$ cat src/rtl/sm_sub_pkg.sv
// Shared types and defaults for the sign-magnitude subtractor arbiter.
// The optional ops counter is enabled by defining SM_SUB_STATS_EN.
package sm_sub_pkg;

   localparam int W_DEF       = 32;
   localparam int NUM_REQ_DEF = 4;

   typedef enum logic [1:0] {
      IDLE = 2'd0,
      CALC = 2'd1,
      RESP = 2'd2
   } state_t;

   // Sign bit on top, magnitude below.
   typedef struct packed {
      logic             sign;
      logic [W_DEF-2:0] mag;
   } sm_word_t;

   function automatic int id_width(input int num_req);
      return (num_req > 1) ? $clog2(num_req) : 1;
   endfunction

endpackage

$ cat src/rtl/sm_sub_arbiter_if.sv
// Request/response bundle between requesters, consumer and the shared subtractor.
interface sm_sub_arbiter_if
   import sm_sub_pkg::*;
#(
   parameter int NUM_REQ = NUM_REQ_DEF,
   parameter int W       = W_DEF
);
   localparam int IDW = id_width(NUM_REQ);

   logic [NUM_REQ-1:0]        req_valid;
   logic [NUM_REQ-1:0][W-1:0] req_a;
   logic [NUM_REQ-1:0][W-1:0] req_b;
   logic [NUM_REQ-1:0]        req_ready;
   logic                      rsp_valid;
   logic                      rsp_ready;
   logic [IDW-1:0]            rsp_id;
   logic [W-1:0]              rsp_diff;
   logic                      rsp_ovf;
   logic [15:0]               ops_count;

   modport master (
      output req_valid, req_a, req_b, rsp_ready,
      input  req_ready, rsp_valid, rsp_id, rsp_diff, rsp_ovf, ops_count
   );

   modport slave (
      input  req_valid, req_a, req_b, rsp_ready,
      output req_ready, rsp_valid, rsp_id, rsp_diff, rsp_ovf, ops_count
   );

endinterface

$ cat src/rtl/sm_sub_core.sv
// Combinational sign-magnitude a-b with magnitude saturation.
// Negative zero on input is read as +0 and never produced on output.
module sm_sub_core #(
   parameter int W = 32
) (
   input  logic [W-1:0] a,
   input  logic [W-1:0] b,
   output logic [W-1:0] diff,
   output logic         ovf
);
   logic [W-2:0] mag_a;
   logic [W-2:0] mag_b;
   logic         sign_a;
   logic         sign_nb;
   logic [W-1:0] sum;
   logic [W-2:0] mag_res;
   logic         sign_res;

   always_comb begin
      mag_a    = a[W-2:0];
      mag_b    = b[W-2:0];
      sign_a   = a[W-1] & (|mag_a);
      // a - b is treated as a + (-b); flipping the sign of a zero b keeps it +0.
      sign_nb  = ~b[W-1] & (|mag_b);
      sum      = {1'b0, mag_a} + {1'b0, mag_b};
      mag_res  = '0;
      sign_res = 1'b0;
      ovf      = 1'b0;
      if (sign_a == sign_nb) begin
         sign_res = sign_a;
         if (sum[W-1]) begin
            mag_res = '1;
            ovf     = 1'b1;
         end else begin
            mag_res = sum[W-2:0];
         end
      end else if (mag_a >= mag_b) begin
         mag_res  = mag_a - mag_b;
         sign_res = sign_a;
      end else begin
         mag_res  = mag_b - mag_a;
         sign_res = sign_nb;
      end
      diff = {sign_res & (|mag_res), mag_res};
   end

endmodule

$ cat src/rtl/sm_sub_arbiter.sv
// Round-robin arbiter sharing one sign-magnitude subtractor: IDLE -> CALC -> RESP.
// Define SM_SUB_STATS_EN to build the saturating completed-operation counter.
module sm_sub_arbiter
   import sm_sub_pkg::*;
#(
   parameter int NUM_REQ = NUM_REQ_DEF,
   parameter int W       = W_DEF
) (
   input  logic             clk,
   input  logic             rst,
   sm_sub_arbiter_if.slave  bus
);
   localparam int IDW = id_width(NUM_REQ);
   localparam int CW  = IDW + 1;

   state_t         state_reg;
   state_t         state_next;
   logic [IDW-1:0] last_grant_reg;
   logic [IDW-1:0] id_reg;
   logic [W-1:0]   a_reg;
   logic [W-1:0]   b_reg;
   logic [W-1:0]   diff_reg;
   logic           ovf_reg;

   logic [IDW-1:0] grant_idx;
   logic           any_req;
   logic           accept;
   logic [W-1:0]   core_diff;
   logic           core_ovf;

   // Scan offsets from farthest to nearest so the requester right after last_grant wins.
   always_comb begin
      logic [CW-1:0] cand;
      grant_idx = '0;
      any_req   = 1'b0;
      cand      = '0;
      for (int i = NUM_REQ - 1; i >= 0; i--) begin
         cand = {1'b0, last_grant_reg} + CW'(i + 1);
         if (cand >= CW'(NUM_REQ)) begin
            cand = cand - CW'(NUM_REQ);
         end
         if (bus.req_valid[cand[IDW-1:0]]) begin
            grant_idx = cand[IDW-1:0];
            any_req   = 1'b1;
         end
      end
   end

   assign accept = (state_reg == IDLE) && any_req && !rst;

   generate
      for (genvar gi = 0; gi < NUM_REQ; gi++) begin : g_ready
         assign bus.req_ready[gi] = accept && (grant_idx == IDW'(gi));
      end
   endgenerate

   always_ff @(posedge clk) begin
      if (rst) begin
         state_reg <= IDLE;
      end else begin
         state_reg <= state_next;
      end
   end

   always_comb begin
      state_next = state_reg;
      case (state_reg)
         IDLE: if (any_req) state_next = CALC;
         CALC: state_next = RESP;
         RESP: if (bus.rsp_ready) state_next = IDLE;
         default: state_next = IDLE;
      endcase
   end

   always_comb begin
      bus.rsp_valid = (state_reg == RESP);
      bus.rsp_id    = id_reg;
      bus.rsp_diff  = diff_reg;
      bus.rsp_ovf   = ovf_reg;
   end

   always_ff @(posedge clk) begin
      if (rst) begin
         last_grant_reg <= IDW'(NUM_REQ - 1);
         id_reg         <= '0;
         a_reg          <= '0;
         b_reg          <= '0;
         diff_reg       <= '0;
         ovf_reg        <= 1'b0;
      end else begin
         if (accept) begin
            last_grant_reg <= grant_idx;
            id_reg         <= grant_idx;
            a_reg          <= bus.req_a[grant_idx];
            b_reg          <= bus.req_b[grant_idx];
         end
         if (state_reg == CALC) begin
            diff_reg <= core_diff;
            ovf_reg  <= core_ovf;
         end
      end
   end

   sm_sub_core #(.W(W)) u_core (
      .a    (a_reg),
      .b    (b_reg),
      .diff (core_diff),
      .ovf  (core_ovf)
   );

`ifdef SM_SUB_STATS_EN
   logic [15:0] ops_count_reg;

   always_ff @(posedge clk) begin
      if (rst) begin
         ops_count_reg <= '0;
      end else if ((state_reg == RESP) && bus.rsp_ready && (ops_count_reg != 16'hFFFF)) begin
         ops_count_reg <= ops_count_reg + 16'd1;
      end
   end

   assign bus.ops_count = ops_count_reg;
`else
   assign bus.ops_count = '0;
`endif

endmodule
$ cat src/flat_wrapper.sv
// flat-port wrapper written by rule: the top's interface ports become plain ports
module sm_sub_arbiter_flat import sm_sub_pkg::*;
#(
   parameter int NUM_REQ = NUM_REQ_DEF,
   parameter int W       = W_DEF
)
  (clk, rst, bus_req_valid, bus_req_a, bus_req_b, bus_rsp_ready, bus_req_ready, bus_rsp_valid, bus_rsp_id, bus_rsp_diff, bus_rsp_ovf, bus_ops_count);
  sm_sub_arbiter_if #(.NUM_REQ(NUM_REQ), .W(W)) bus_i ();
  input  logic clk;
  input  logic rst;
  input wire logic [$bits(bus_i.req_valid)-1:0] bus_req_valid;
  input wire logic [$bits(bus_i.req_a)-1:0] bus_req_a;
  input wire logic [$bits(bus_i.req_b)-1:0] bus_req_b;
  input wire logic [$bits(bus_i.rsp_ready)-1:0] bus_rsp_ready;
  output wire logic [$bits(bus_i.req_ready)-1:0] bus_req_ready;
  output wire logic [$bits(bus_i.rsp_valid)-1:0] bus_rsp_valid;
  output wire logic [$bits(bus_i.rsp_id)-1:0] bus_rsp_id;
  output wire logic [$bits(bus_i.rsp_diff)-1:0] bus_rsp_diff;
  output wire logic [$bits(bus_i.rsp_ovf)-1:0] bus_rsp_ovf;
  output wire logic [$bits(bus_i.ops_count)-1:0] bus_ops_count;
  assign bus_i.req_valid = bus_req_valid;
  assign bus_i.req_a = bus_req_a;
  assign bus_i.req_b = bus_req_b;
  assign bus_i.rsp_ready = bus_rsp_ready;
  assign bus_req_ready = bus_i.req_ready;
  assign bus_rsp_valid = bus_i.rsp_valid;
  assign bus_rsp_id = bus_i.rsp_id;
  assign bus_rsp_diff = bus_i.rsp_diff;
  assign bus_rsp_ovf = bus_i.rsp_ovf;
  assign bus_ops_count = bus_i.ops_count;
  sm_sub_arbiter #(.NUM_REQ(NUM_REQ), .W(W)) u_core (.clk(clk), .rst(rst), .bus(bus_i));
endmodule
$ cat config.mk
export PLATFORM = sky130hd
export DESIGN_NAME = sm_sub_arbiter_flat
export DESIGN_NICKNAME = d
export VERILOG_FILES = /design/src/rtl/sm_sub_pkg.sv /design/src/rtl/sm_sub_arbiter_if.sv /design/src/rtl/sm_sub_core.sv /design/src/rtl/sm_sub_arbiter.sv /design/src/flat_wrapper.sv
export SDC_FILE = /design/constraint.sdc
export NUM_CORES = 1
export LEC_CHECK = 0
export ABC_CLOCK_PERIOD_IN_PS = 9500
export CAP_MARGIN = 20
export CORE_MARGIN = 5
export CORE_UTILIZATION = 50
export DETAILED_ROUTE_END_ITERATION = 8
export MAX_ROUTING_LAYER = met4
export PLACE_DENSITY = 0.83
export SLEW_MARGIN = 20
export SYNTH_ARGS = -nofsm -noshare
export SYNTH_HDL_FRONTEND = slang
export SYNTH_HIERARCHICAL = 1
export SYNTH_SLANG_ARGS = --single-unit
$ cat constraint.sdc
create_clock -name clk -period 9.5 [get_ports clk]
set_input_delay 1.9 -clock clk [delete_from_list [all_inputs] [get_ports clk]]
set_output_delay 1.9 -clock clk [all_outputs]
set_load 0.005 [all_outputs]
* After elaboration in Yosys (flattened, before gate mapping)
Cells that the tools add are included.
** Cells by class
- Add/subtract/negate cells :: 11
- Magnitude comparators :: 10
- Equality and inequality tests :: 8
- Multiplexer cells :: 34
- Bitwise operators :: 4
- Reductions and logical operators :: 13
** Operators by type and width (count)
- $bmux W32 S2 :: 2
- $mux W31 :: 3
- $reduce_or A31 Y1 :: 3
- $mux W32 :: 2
- $sub A31 B31 Y31 :: 2
- $add A31 B31 Y32 :: 1
- $ge A31 B31 Y1 :: 1
- $mux W2 :: 10
- $lt A2 B3 Y1 const B :: 5
- $ge A3 B3 Y1 const B :: 4
- $mux W1 :: 12
- $bmux W1 S2 :: 4
- $sub A2 B1 Y2 const B :: 4
- $add A2 B2 Y3 const B :: 2
- $eq A2 B2 Y1 const B :: 3
- $logic_and A1 B1 Y1 :: 6
- $pmux W2 S3 :: 1
- $eq A2 B1 Y1 const B :: 2
- $logic_not A2 Y1 :: 2
- $add A2 B1 Y3 const B :: 1
- $add A2 B3 Y3 const B :: 1
- $and A1 B1 Y1 :: 3
- $ne A2 B1 Y1 const B :: 1
- $ne A2 B2 Y1 const B :: 1
- other kinds (4) :: 4
** Word-level totals
- Bits in registers :: 103
- Input port bits :: 263
- Output and inout port bits :: 56
- Logic and storage cells :: 87

* Depth between registers and ports, before layout
- Depth in word-level cells :: 12
- Mapped depth :: 19
- Depth with buffers taken out :: 18

* Hierarchy
Netlist, hierarchy kept.
** Modules (own cells, without submodules)
- sm_sub_arbiter :: times used 1, cells an instance 694, area each 5913.2 sq um, sequential area each 2062.0 sq um
- sm_sub_core :: times used 1, cells an instance 879, area each 5753.0 sq um, sequential area each 0.0 sq um

* Worst setup path before layout
No wires, ideal clock.
- Kind :: input to output
- Start :: input bus_req_valid[0]
- End :: output bus_req_ready[2]
- Arrival :: 3109 ps
- Required time :: 7600 ps
- Setup slack :: 4491 ps
- Stages :: 6
- Path buffers :: 2
- Cell sequence :: o41ai_2 -> inv_2 -> nand3_1 -> buf_4 -> buf_2 -> nor2_1
** On the way
- Cells in the longest elaborated chain, start to end :: 9
- Elaborated cells between the ends (all ways) :: 20
- Those cells by class :: eq/ne (1); mux (16); reduce/logical (3)
** RTL lines
- start, declared :: RTL line flat_wrapper.sv:11 : input wire logic [$bits(bus_i.req_valid)-1:0] bus_req_valid;
- $bmux W1 S2 :: RTL line sm_sub_arbiter.sv:42 : if (bus.req_valid[cand[IDW-1:0]]) begin
- $mux W1 (implied by the code) :: RTL line sm_sub_arbiter.sv:42
- $mux W1 (4 in a row) :: RTL line sm_sub_arbiter.sv:42
- $logic_and A1 B1 Y1 (2 in a row) :: RTL line sm_sub_arbiter.sv:49 : assign accept = (state_reg == IDLE) && any_req && !rst;
- $logic_and A1 B1 Y1 * :: RTL line sm_sub_arbiter.sv:53 : assign bus.req_ready[gi] = accept && (grant_idx == IDW'(gi));
- end, declared :: RTL line flat_wrapper.sv:15 : output wire logic [$bits(bus_i.req_ready)-1:0] bus_req_ready;
Mark *: on every way between the ends. The rest lies on a longest branch, timed or not. The select of a mux whose other input is x is not followed.

* Worst setup path in the final report
- Start :: input bus_req_valid[1]
- End :: output bus_req_ready[1]
The elaborated chain is that of the path after synthesis.

==> impl_results.md <==
* Tmin final at 6900 ps
* Post-synth EDFFs at 0
* Reg2reg end: u_core/bus.rsp_diff[31]
* # setup viols final at 0
* Slew @ Worst Pin at 1180 ps
* Placed insts at 2079
* Antenna violations before repair at 3
* Post-CTS Hold Fix Bufs at 0
* # clock sinks at 103
* Worst reg2reg path depth at 17
* Yosys warning count at 6
* Most common flop cell mapped by yosys: dfxtp_1
* Max FO, Critical Path at 45
* PostCTS Resize Cnt at 0
* CTS Buffer Depth at 2
* TritonCTS Buffers at 9
* Largest net degree at the start of global routing at 71
* CP Capture Point: bus_req_ready[1]
* CP startpoint: bus_req_valid[1]
* Clock tree from TritonCTS: built
* First-pass GRT wire length at 75600 µm
* Setup Buffers After CTS at 0
* Leading post-synthesis cells by cell area: dfxtp_1, ha_1, mux2i_1
* Met2 usage at 0.589
* # nets final at 2142
* P_leak at 6.07 nW
* First DRT Iteration DRCs at 1439
* Slew headroom at 0.209
* Outcome: complete, no violations
* Final HPWL DP at 40500 µm
* Port Buf Inserts at 302
* P per Cell Area at 195 nW/µm²
* Share of post-route cells with drive strength above 1 at 0.0404
* Worst Path Required at 7600 ps
* Top Usage Layer GRT: met2
* Initial Utilization at 0.512
* Routed wire per std cell at 24.1 µm
* Sequential area share after synthesis at 0.177
* Clk Tree Root Cell: clkbuf_16
* Die H at 163 µm
* Clock Latency Late Sink at 360 ps
* Residual DRC at 0
* Core Footprint at 22800 µm²
* Grt ovf at 0
* Post-DR vias/cell at 6.43
* Final antenna-violating net count at 0
* Worst reg2reg startpoint: u_core/a_reg[20]
* Vias at 13500
* H-tree Lvls at 3
* Final WL at 50500 µm
* RSZ-0062 raised after global routing: no
* R2r setup slk at 4170 ps
* Synth Register Bits at 103
* Slew Limit Fails at 0
* Area delta synth->final at 27.9%
* Hold Path Class: reg -> reg
* Final design utilization at 0.655
* Drt first pass iters at 6
* Total Die Area at 26500 µm²
* FP Rows at 55
* Peak supply drop at 104 µV
* Mapped cell area at 11700 µm²
* Reg clk slew, reported paths at 70 ps
* Gr usage total at 0.372
* Ys async rst share at 0
* WS Path Type: in -> out
* Max-cap violation count at 0
* Most frequent cell after synthesis: nand2_1
* Die Width at 163 µm
* Startpoint types: input port
* Setup TNS at 0 ps
* Fmax at 0.145 GHz
* Tot Pwr at 0.00291 W
* Met1 Use GR at 0.469
* Crit path DAT at 5000 ps
* Post-Layout Cell Count at 2098
* Final hold violation count at 0
* Post-Syn Instances at 1573
* Synth top area share at 0.177
* Synth area leader: dfxtp_1
* Mean Syn Cell Area at 7.42 µm²
* CP Capture Type: primary output
* Tcrit/Tclk final at 0.726
* Synth top cells by count: nand2_1, a21oi_1, dfxtp_1
* GR Layer Usage met3 at 0.0673
* Post-synth cell types at 84
* Worst Skew at 20.4 ps
* Gpl congestion at 1.06
* Vias in the first global route at 13000
* Ports at 319
## metrics by stage
| stage | cell area, µm² | hold slack [ps] | setup slack (ps) |
|---|---|---|---|
| 2_1_floorplan | 11700 | 453 | 4490 |
| 3_3_place_gp | 14600 | 442 | 2650 |
| 3_5_place_dp | 14600 | 445 | 2640 |
| 4_1_cts | 14900 | 456 | 2640 |
| 5_1_grt | 14900 | 478 | 2380 |
| 6_report | 14900 | 453 | 2600 |
## kinds of logic (layout without fill, tap and decap cells)
group / after synthesis / after routing / share of synthesized area
mux: 80 / 80 / 0.0692
compound gates: 609 / 609 / 0.361
buf+inv: 241 / 435 / 0.0935
fa+ha+maj: 102 / 102 / 0.111
xor+xnor: 12 / 12 / 0.00901
simple gates: 425 / 425 / 0.179
flops: 103 / 103 / 0.177
other cells: 1 / 19 / 0.000321
## placed cells by master (no fill, tap or decap), types with 11 or more instances in the layout
master / count
o31ai_1: 53
a21oi_1: 149
buf_4: 18
o21ai_0: 54
nand2_1: 161
nor4_1: 28
conb_1: 16
o21bai_1: 46
nand3_1: 24
o22ai_1: 12
mux2i_1: 75
nor3_1: 19
ha_1: 99
clkdlybuf4s50_1: 301
nand2b_1: 11
o31a_1: 35
nor2_1: 78
inv_1: 96
a221o_1: 12
o211ai_1: 41
a211oi_1: 74
a21o_1: 52
dfxtp_1: 103
nand4_1: 47
## report_power, final
part	total, W	internal [W]	switching (W)
Clock	0.000382	0.000189	0.000193
Combinational	0.00191	0.000751	0.00116
Sequential	0.000621	0.000506	0.000115
Total	0.00291	0.00145	0.00147
## critical path, stage by stage
cell and delay (ps):
clkdlybuf4s50_1 510, o41ai_2 650, inv_2 460, o21ai_4 350, buf_4 540, nor2_1 80, clkdlybuf4s50_1 480
## metal layers
metal,vias up,part of all wire
li1,6235,-
met1,6291,0.40
met2,843,0.47
met3,131,0.095
met4,0,0.043
met5,-,0
## area by class of cell
class	count	area, µm²
multi-input combinational	1244	8630
fill	1985	7850
timing repair buffer	320	3150
sequential	103	2060
tap	313	392
inverter	99	372
clock buffer	9	225
clock inverter	7	83.8
antenna	3	7.51
## worst min path at each step
| stage | slack (ps) | from | depth (start not counted) | end |
|---|---|---|---|---|
| after detailed placement | 450 | u_core/bus.rsp_diff[22] | 2 | u_core/bus.rsp_diff[22] |
| final | 450 | u_core/bus.rsp_diff[14] | 2 | u_core/bus.rsp_diff[14] |
| after floorplan | 450 | u_core/bus.rsp_diff[0] | 2 | u_core/bus.rsp_diff[0] |
| after global placement | 440 | u_core/bus.rsp_diff[22] | 2 | u_core/bus.rsp_diff[22] |
| after CTS | 460 | u_core/bus.rsp_diff[22] | 2 | u_core/bus.rsp_diff[22] |
| after global routing | 480 | u_core/bus.rsp_diff[27] | 2 | u_core/bus.rsp_diff[27] |
(Power assumes the default switching activity.)
